<file path="src/rtl/camera_reg_write_arbiter.sv">
// camera_reg_write_arbiter
// Schedules run-time sensor register writes onto the shared I2C transaction engine.
// Requesters are served round-robin. Each 8-bit-address/16-bit-data write becomes one
// engine transaction. A NACK causes a retry after an idle gap. A wait that never ends
// is aborted after a timeout. i2c_end/i2c_ack are resynchronised before any use.
module camera_reg_write_arbiter #(
  parameter int         NUM_REQ        = 2,
  parameter logic [7:0] SLAVE_ADDR     = 8'hBA,
  parameter int         MAX_RETRY      = 3,
  parameter int         TIMEOUT_CYCLES = 1000000,
  parameter int         GAP_CYCLES     = 64
) (
  input  logic                    clock,
  input  logic                    reset_n,
  input  logic                    enable,
  input  logic [NUM_REQ-1:0]      req_valid,
  input  logic [8*NUM_REQ-1:0]    req_addr,
  input  logic [16*NUM_REQ-1:0]   req_data,
  output logic [NUM_REQ-1:0]      req_accept,
  output logic                    wr_done,
  output logic                    wr_error,
  output logic [1:0]              wr_owner,
  output logic                    busy,
  output logic                    i2c_go,
  output logic [31:0]             i2c_data,
  input  logic                    i2c_end,
  input  logic                    i2c_ack
);

  localparam int TMO_W = $clog2(TIMEOUT_CYCLES + 1);
  localparam int GAP_W = $clog2(GAP_CYCLES + 1);
  localparam int RTY_W = $clog2(MAX_RETRY + 2);

  typedef enum logic [2:0] {
    S_IDLE, S_START, S_WAIT_LOW, S_WAIT_HIGH, S_CHECK, S_DONE, S_GAP
  } state_t;

  state_t             state_q, state_d;
  state_t             gap_next_q, gap_next_d;
  logic [1:0]         ptr_q, ptr_d;
  logic [RTY_W-1:0]   retry_q, retry_d;
  logic [TMO_W-1:0]   tmo_q, tmo_d;
  logic [GAP_W-1:0]   gap_q, gap_d;
  logic               ack_q, ack_d;
  logic               err_q, err_d;
  logic [NUM_REQ-1:0] accept_q, accept_d;
  logic               done_q, done_d;
  logic               error_q, error_d;
  logic [1:0]         owner_q, owner_d;
  logic               busy_q, busy_d;
  logic               go_q, go_d;
  logic [31:0]        data_q, data_d;
  logic               end_s1_q, end_s1_d, end_s2_q, end_s2_d;
  logic               ack_s1_q, ack_s1_d, ack_s2_q, ack_s2_d;
  logic [2:0]         pick;
  logic               tmo_expired;

  // Round-robin choice: {found, index} of the first valid requester at or after p.
  function automatic logic [2:0] rr_pick(input logic [NUM_REQ-1:0] v, input logic [1:0] p);
    logic [2:0]         r;
    logic [NUM_REQ-1:0] sh;
    int                 idx;
    r = 3'b000;
    // Walk from the farthest candidate back to p so the nearest valid one is kept last.
    for (int k = NUM_REQ - 1; k >= 0; k--) begin
      idx = (int'(p) + k) % NUM_REQ;
      sh  = v >> idx;
      if (sh[0]) r = {1'b1, 2'(idx)};
    end
    return r;
  endfunction

  assign pick        = rr_pick(req_valid, ptr_q);
  assign tmo_expired = (tmo_q == TMO_W'(TIMEOUT_CYCLES - 1));

  // Next-state, counter and registered-output computation for the write scheduler.
  always_comb begin
    state_d    = state_q;
    gap_next_d = gap_next_q;
    ptr_d      = ptr_q;
    retry_d    = retry_q;
    gap_d      = gap_q;
    ack_d      = ack_q;
    err_d      = err_q;
    accept_d   = '0;
    done_d     = 1'b0;
    error_d    = 1'b0;
    owner_d    = owner_q;
    go_d       = go_q;
    data_d     = data_q;
    end_s1_d   = i2c_end;
    end_s2_d   = end_s1_q;
    ack_s1_d   = i2c_ack;
    ack_s2_d   = ack_s1_q;
    unique case (state_q)
      S_IDLE: begin
        if (enable && pick[2]) begin
          accept_d = NUM_REQ'(1) << pick[1:0];
          owner_d  = pick[1:0];
          data_d   = {SLAVE_ADDR, req_addr[pick[1:0]*8 +: 8], req_data[pick[1:0]*16 +: 16]};
          err_d    = 1'b0;
          state_d  = S_START;
        end
      end
      S_START: begin
        go_d    = 1'b1;
        state_d = S_WAIT_LOW;
      end
      S_WAIT_LOW: begin
        if (!end_s2_q) begin
          state_d = S_WAIT_HIGH;
        end else if (tmo_expired) begin
          go_d    = 1'b0;
          err_d   = 1'b1;
          state_d = S_DONE;
        end
      end
      S_WAIT_HIGH: begin
        if (end_s2_q) begin
          go_d    = 1'b0;
          ack_d   = ack_s2_q;
          state_d = S_CHECK;
        end else if (tmo_expired) begin
          go_d    = 1'b0;
          err_d   = 1'b1;
          state_d = S_DONE;
        end
      end
      S_CHECK: begin
        if (!ack_q) begin
          err_d   = 1'b0;
          state_d = S_DONE;
        end else if (retry_q < RTY_W'(MAX_RETRY)) begin
          retry_d    = retry_q + RTY_W'(1);
          gap_next_d = S_START;
          state_d    = S_GAP;
        end else begin
          err_d   = 1'b1;
          state_d = S_DONE;
        end
      end
      S_DONE: begin
        done_d     = 1'b1;
        error_d    = err_q;
        retry_d    = '0;
        ptr_d      = (int'(owner_q) == NUM_REQ - 1) ? 2'd0 : owner_q + 2'd1;
        gap_next_d = S_IDLE;
        state_d    = S_GAP;
      end
      S_GAP: begin
        if (gap_q == GAP_W'(GAP_CYCLES - 1)) begin
          gap_d   = '0;
          state_d = gap_next_q;
        end else begin
          gap_d = gap_q + GAP_W'(1);
        end
      end
      default: state_d = S_IDLE;
    endcase
    // The timeout only runs while waiting on the engine and restarts on every state entry.
    if ((state_q == S_WAIT_LOW || state_q == S_WAIT_HIGH) && state_d == state_q) begin
      tmo_d = tmo_q + TMO_W'(1);
    end else begin
      tmo_d = '0;
    end
    busy_d = (state_d != S_IDLE);
  end

  // State, counters, synchronisers and registered outputs; reset drops any captured write.
  always_ff @(posedge clock or negedge reset_n) begin
    if (!reset_n) begin
      state_q    <= S_IDLE;
      gap_next_q <= S_IDLE;
      ptr_q      <= '0;
      retry_q    <= '0;
      tmo_q      <= '0;
      gap_q      <= '0;
      ack_q      <= 1'b0;
      err_q      <= 1'b0;
      accept_q   <= '0;
      done_q     <= 1'b0;
      error_q    <= 1'b0;
      owner_q    <= '0;
      busy_q     <= 1'b0;
      go_q       <= 1'b0;
      data_q     <= '0;
      end_s1_q   <= 1'b1;   // engine idle level
      end_s2_q   <= 1'b1;
      ack_s1_q   <= 1'b0;
      ack_s2_q   <= 1'b0;
    end else begin
      state_q    <= state_d;
      gap_next_q <= gap_next_d;
      ptr_q      <= ptr_d;
      retry_q    <= retry_d;
      tmo_q      <= tmo_d;
      gap_q      <= gap_d;
      ack_q      <= ack_d;
      err_q      <= err_d;
      accept_q   <= accept_d;
      done_q     <= done_d;
      error_q    <= error_d;
      owner_q    <= owner_d;
      busy_q     <= busy_d;
      go_q       <= go_d;
      data_q     <= data_d;
      end_s1_q   <= end_s1_d;
      end_s2_q   <= end_s2_d;
      ack_s1_q   <= ack_s1_d;
      ack_s2_q   <= ack_s2_d;
    end
  end

  assign req_accept = accept_q;
  assign wr_done    = done_q;
  assign wr_error   = error_q;
  assign wr_owner   = owner_q;
  assign busy       = busy_q;
  assign i2c_go     = go_q;
  assign i2c_data   = data_q;

endmodule

</file>
<file path="config.mk">
export PLATFORM = sky130hd
export DESIGN_NAME = camera_reg_write_arbiter
export DESIGN_NICKNAME = d
export VERILOG_FILES = /design/src/rtl/camera_reg_write_arbiter.sv
export SDC_FILE = /design/constraint.sdc
export NUM_CORES = 1
export LEC_CHECK = 0
export CORE_UTILIZATION = 35
export DETAILED_ROUTE_END_ITERATION = 10
export MAX_ROUTING_LAYER = met4
export PLACE_DENSITY_LB_ADDON = 0.1
export SYNTH_ARGS = -nofsm -noshare
export SYNTH_HDL_FRONTEND = slang
export SYNTH_SLANG_ARGS = --single-unit
</file>
<file path="constraint.sdc">
create_clock -name clock -period 2.1 [get_ports clock]
set_input_delay 0.42 -clock clock [delete_from_list [all_inputs] [get_ports clock]]
set_output_delay 0.42 -clock clock [all_outputs]
set_load 0.005 [all_outputs]
</file>
==> metrics.txt <==
Hold Crit Depth 0; R2R cell count 6; critical path launch point type register; cell internal pwr ~3.7 mW; Hold WS around 360 ps; largest net degree at the start of global routing 35; Slowest-stage cell, CP or4_4; total number of vias 2751; RR Endpoint tmo_q[14]; CTS tree built; Worst-Skew Late Latency between 300 and 400 ps; RSZ-0062 raised after global routing false; Post-Syn Area around 3500 um^2; Syn Area/Cell between 10 and 15 um^2; WP data arrival about 2200 ps; RePlAce Congestion between 0.7 and 0.8; Synth Flop Type dfrtp_1; R2R setup slack about 110 ps; Setup Crit Path Kind reg2reg; f_max just over 500 MHz; Combinational Power Share 35.6%; row count 36; Sequential Power Share roughly 39%; Area Growth Syn to Fin 38.7%; Slew Viols, Final 0; # clock sinks 73; TritonRoute pass-1 iters 5; die span in x between 100 and 150 um; clk root buf clkbuf_8; drt initial violations 94; Max Buffers Root-to-Sink 2; PwrDens 1100 nW/um^2; Yosys warning count 0; Final nets just over 500; CP peak stage delay 540 ps; starting density of the core a little over a third; Synth async-reset ratio 100%; period utilization approximately 95%; Post-synth EDFFs 0; final count of negative-setup-slack endpoints 0; Hold EP ack_s2_q; Period minus WS final around 2000 ps; clock slew at reported path FFs about 80 ps; critical path cell sequence or4_4 -> nor4_4 -> and2_4 -> or3_1 -> buf_6 -> nor2_1; sequential area share after synthesis approximately half; Final Hold Viols 0; DIE HEIGHT approximately 100 um; clk_skew roughly 4.2 ps; #FFs+latches synth 73; die area between 10000 and 15000 um^2; Place WS -136 ps; io pins 95; Final Instance Area 4880 um^2; Port Buf Inserts 90; Min-Delay Startpoint ack_s1_q; Reg-to-Reg Start tmo_q[10]; Cell variety after synth 50; max_cap viols 0; post-DP HPWL ~5.6 mm; Net Sw Frac ~31%; number of antenna diodes 0; dpl cell area around 4600 um^2; status completed; H-tree levels 3; GRT overflow 0; VDD IR max about 400 uV; Post-Route WL 7.65 mm; initial antenna violation count 0; gate count after technology mapping between 300 and 400; buffer count from post-CTS setup fixing 0; CTS buffer count 9; drt drc 0; first-pass GRT wire length approximately 13 mm; number of global-route vias before repair about 2700; crit path max fanout 16; Hold Crit Class reg2reg; slack of the critical path around 110 ps; Static Leak roughly 2.2 nW; vias per inst 4.69; post-route ant nets 0; Clock power frac ~25%; CP endpoint kind register; WP data required between 2000 and 2500 ps; GRT Util Overall ~17%; core area ~9800 um^2; Sw Pwr roughly 1.7 mW; share of cells above drive strength 1 between 10% and 20%; routed len/inst roughly 13 um
-- layout by cell type, fill, tap and decap left out, types with 3 or more instances in the layout --
cell	n
a21o_1	3
a21oi_1	8
a31oi_1	5
and3_1	4
and4_1	4
buf_12	4
buf_4	12
bufinv_16	3
clkbuf_8	10
clkdlybuf4s50_1	89
conb_1	4
dfrtp_1	71
ha_1	3
inv_1	9
mux2i_1	25
nand2_1	46
nand2b_1	3
nand3_1	10
nand4_1	4
nor2_1	36
nor2b_1	4
nor3_1	6
o21ai_0	30
xnor2_1	13
xor2_1	8
-- worst max-delay path by stage --
stage / from / cells after the start / endpoint
after global routing: state_q[2] / 6 / tmo_q[14]
after CTS: tmo_q[10] / 6 / tmo_q[14]
after detailed placement: req_valid[1] / 7 / tmo_q[14]
after global placement: req_valid[1] / 7 / tmo_q[16]
after floorplan: tmo_q[6] / 7 / tmo_q[12]
final: tmo_q[10] / 6 / tmo_q[14]
-- critical path: cells and delay by family (launching register included) --
family	cells	cell delay, ps
flops	1	420
simple gates	5	1270
buf+inv	1	170
-- final cells by class --
type,instances,area (um^2)
fill,956,4890
inverter,9,33.8
clock buffer,11,141
timing repair buffer,107,1080
multi-input combinational,248,1530
tap,133,166
sequential,73,1830
clock inverter,5,103
-- power groups by stage --
stage               sequential [mW]  combinational (mW)  clock, mW
floorplan                      2.07                1.08          0
global placement               2.13                1.90          0
detailed placement             2.13                1.92          0
CTS                            2.12                1.92       1.38
global route                   2.18                2.15       1.45
finish                         2.11                1.91       1.34
-- sequential cells by signal, summed over array words and instances, names as in the netlist --
signal and flops:
ack_s2_q 1, gap_q 7, i2c_data 25, wr_done 1, wr_error 1, busy 1
ack_s1_q 1, i2c_go 1, retry_q 3, end_s2_q 1, err_q 1, gap_next_q 1
end_s1_q 1, wr_owner 1, req_accept 2, state_q 3, ack_q 1, ptr_q 1
tmo_q 20
-- timing repair --
item	in CTS	in global routing
hold buffers	1	0
gates resized for setup	0	3
endpoints found under the setup margin	0	16
hold endpoints to repair	21	0
-- per-layer routing --
| layer | share of wire [%] | track usage, % | up-vias |
|---|---|---|---|
| met3 | 7.7 | 5.81 | 5 |
| met1 | 48 | 21.5 | 1278 |
| met2 | 43 | 23.3 | 81 |
| met5 | 0 | - | - |
| met4 | 0.90 | 6.59 | 0 |
| li1 | - | - | 1387 |
-- synthesized netlist by cell type, types with 3 or more instances --
cell	n	area share [%]
inv_1	9	0.96
nand3_1	10	1.4
nand2b_1	3	0.53
a21o_1	3	0.64
dfrtp_1	71	50
nand2_1	46	4.9
nor2_1	36	3.8
mux2i_1	25	7.1
and3_1	4	0.71
xor2_1	8	2.0
xnor2_1	13	3.2
buf_2	4	0.57
o21ai_0	32	4.5
a31oi_1	5	0.89
nor2b_1	4	0.71
nor3_1	7	0.99
nand4_1	4	0.71
and4_1	4	0.99
buf_4	9	1.9
ha_1	3	1.1
clkbuf_1	9	0.96
a21oi_1	8	1.1
-- cell families after synthesis --
group / share of synthesized area (%)
and+or+nand+nor: 19.1
DFF: 52.0
AOI/OAI and AO/OA: 9.42
buffers and inverters: 5.40
muxes: 7.75
xor gates and xnor gates: 5.22
adders and majority gates: 1.07
other: 0.107
-- per-stage QoR --
stage	power [mW]	util, %	setup TNS (ps)	std cells
after global routing	5.78	50.0	0	586
after detailed placement	4.05	47.3	-1600	569
final	5.37	50.0	0	586
after floorplan	3.14	-	0	355
after CTS	5.42	49.9	0	586
after global placement	4.03	47.3	-199	569
Power figures use the tool's default switching activity.
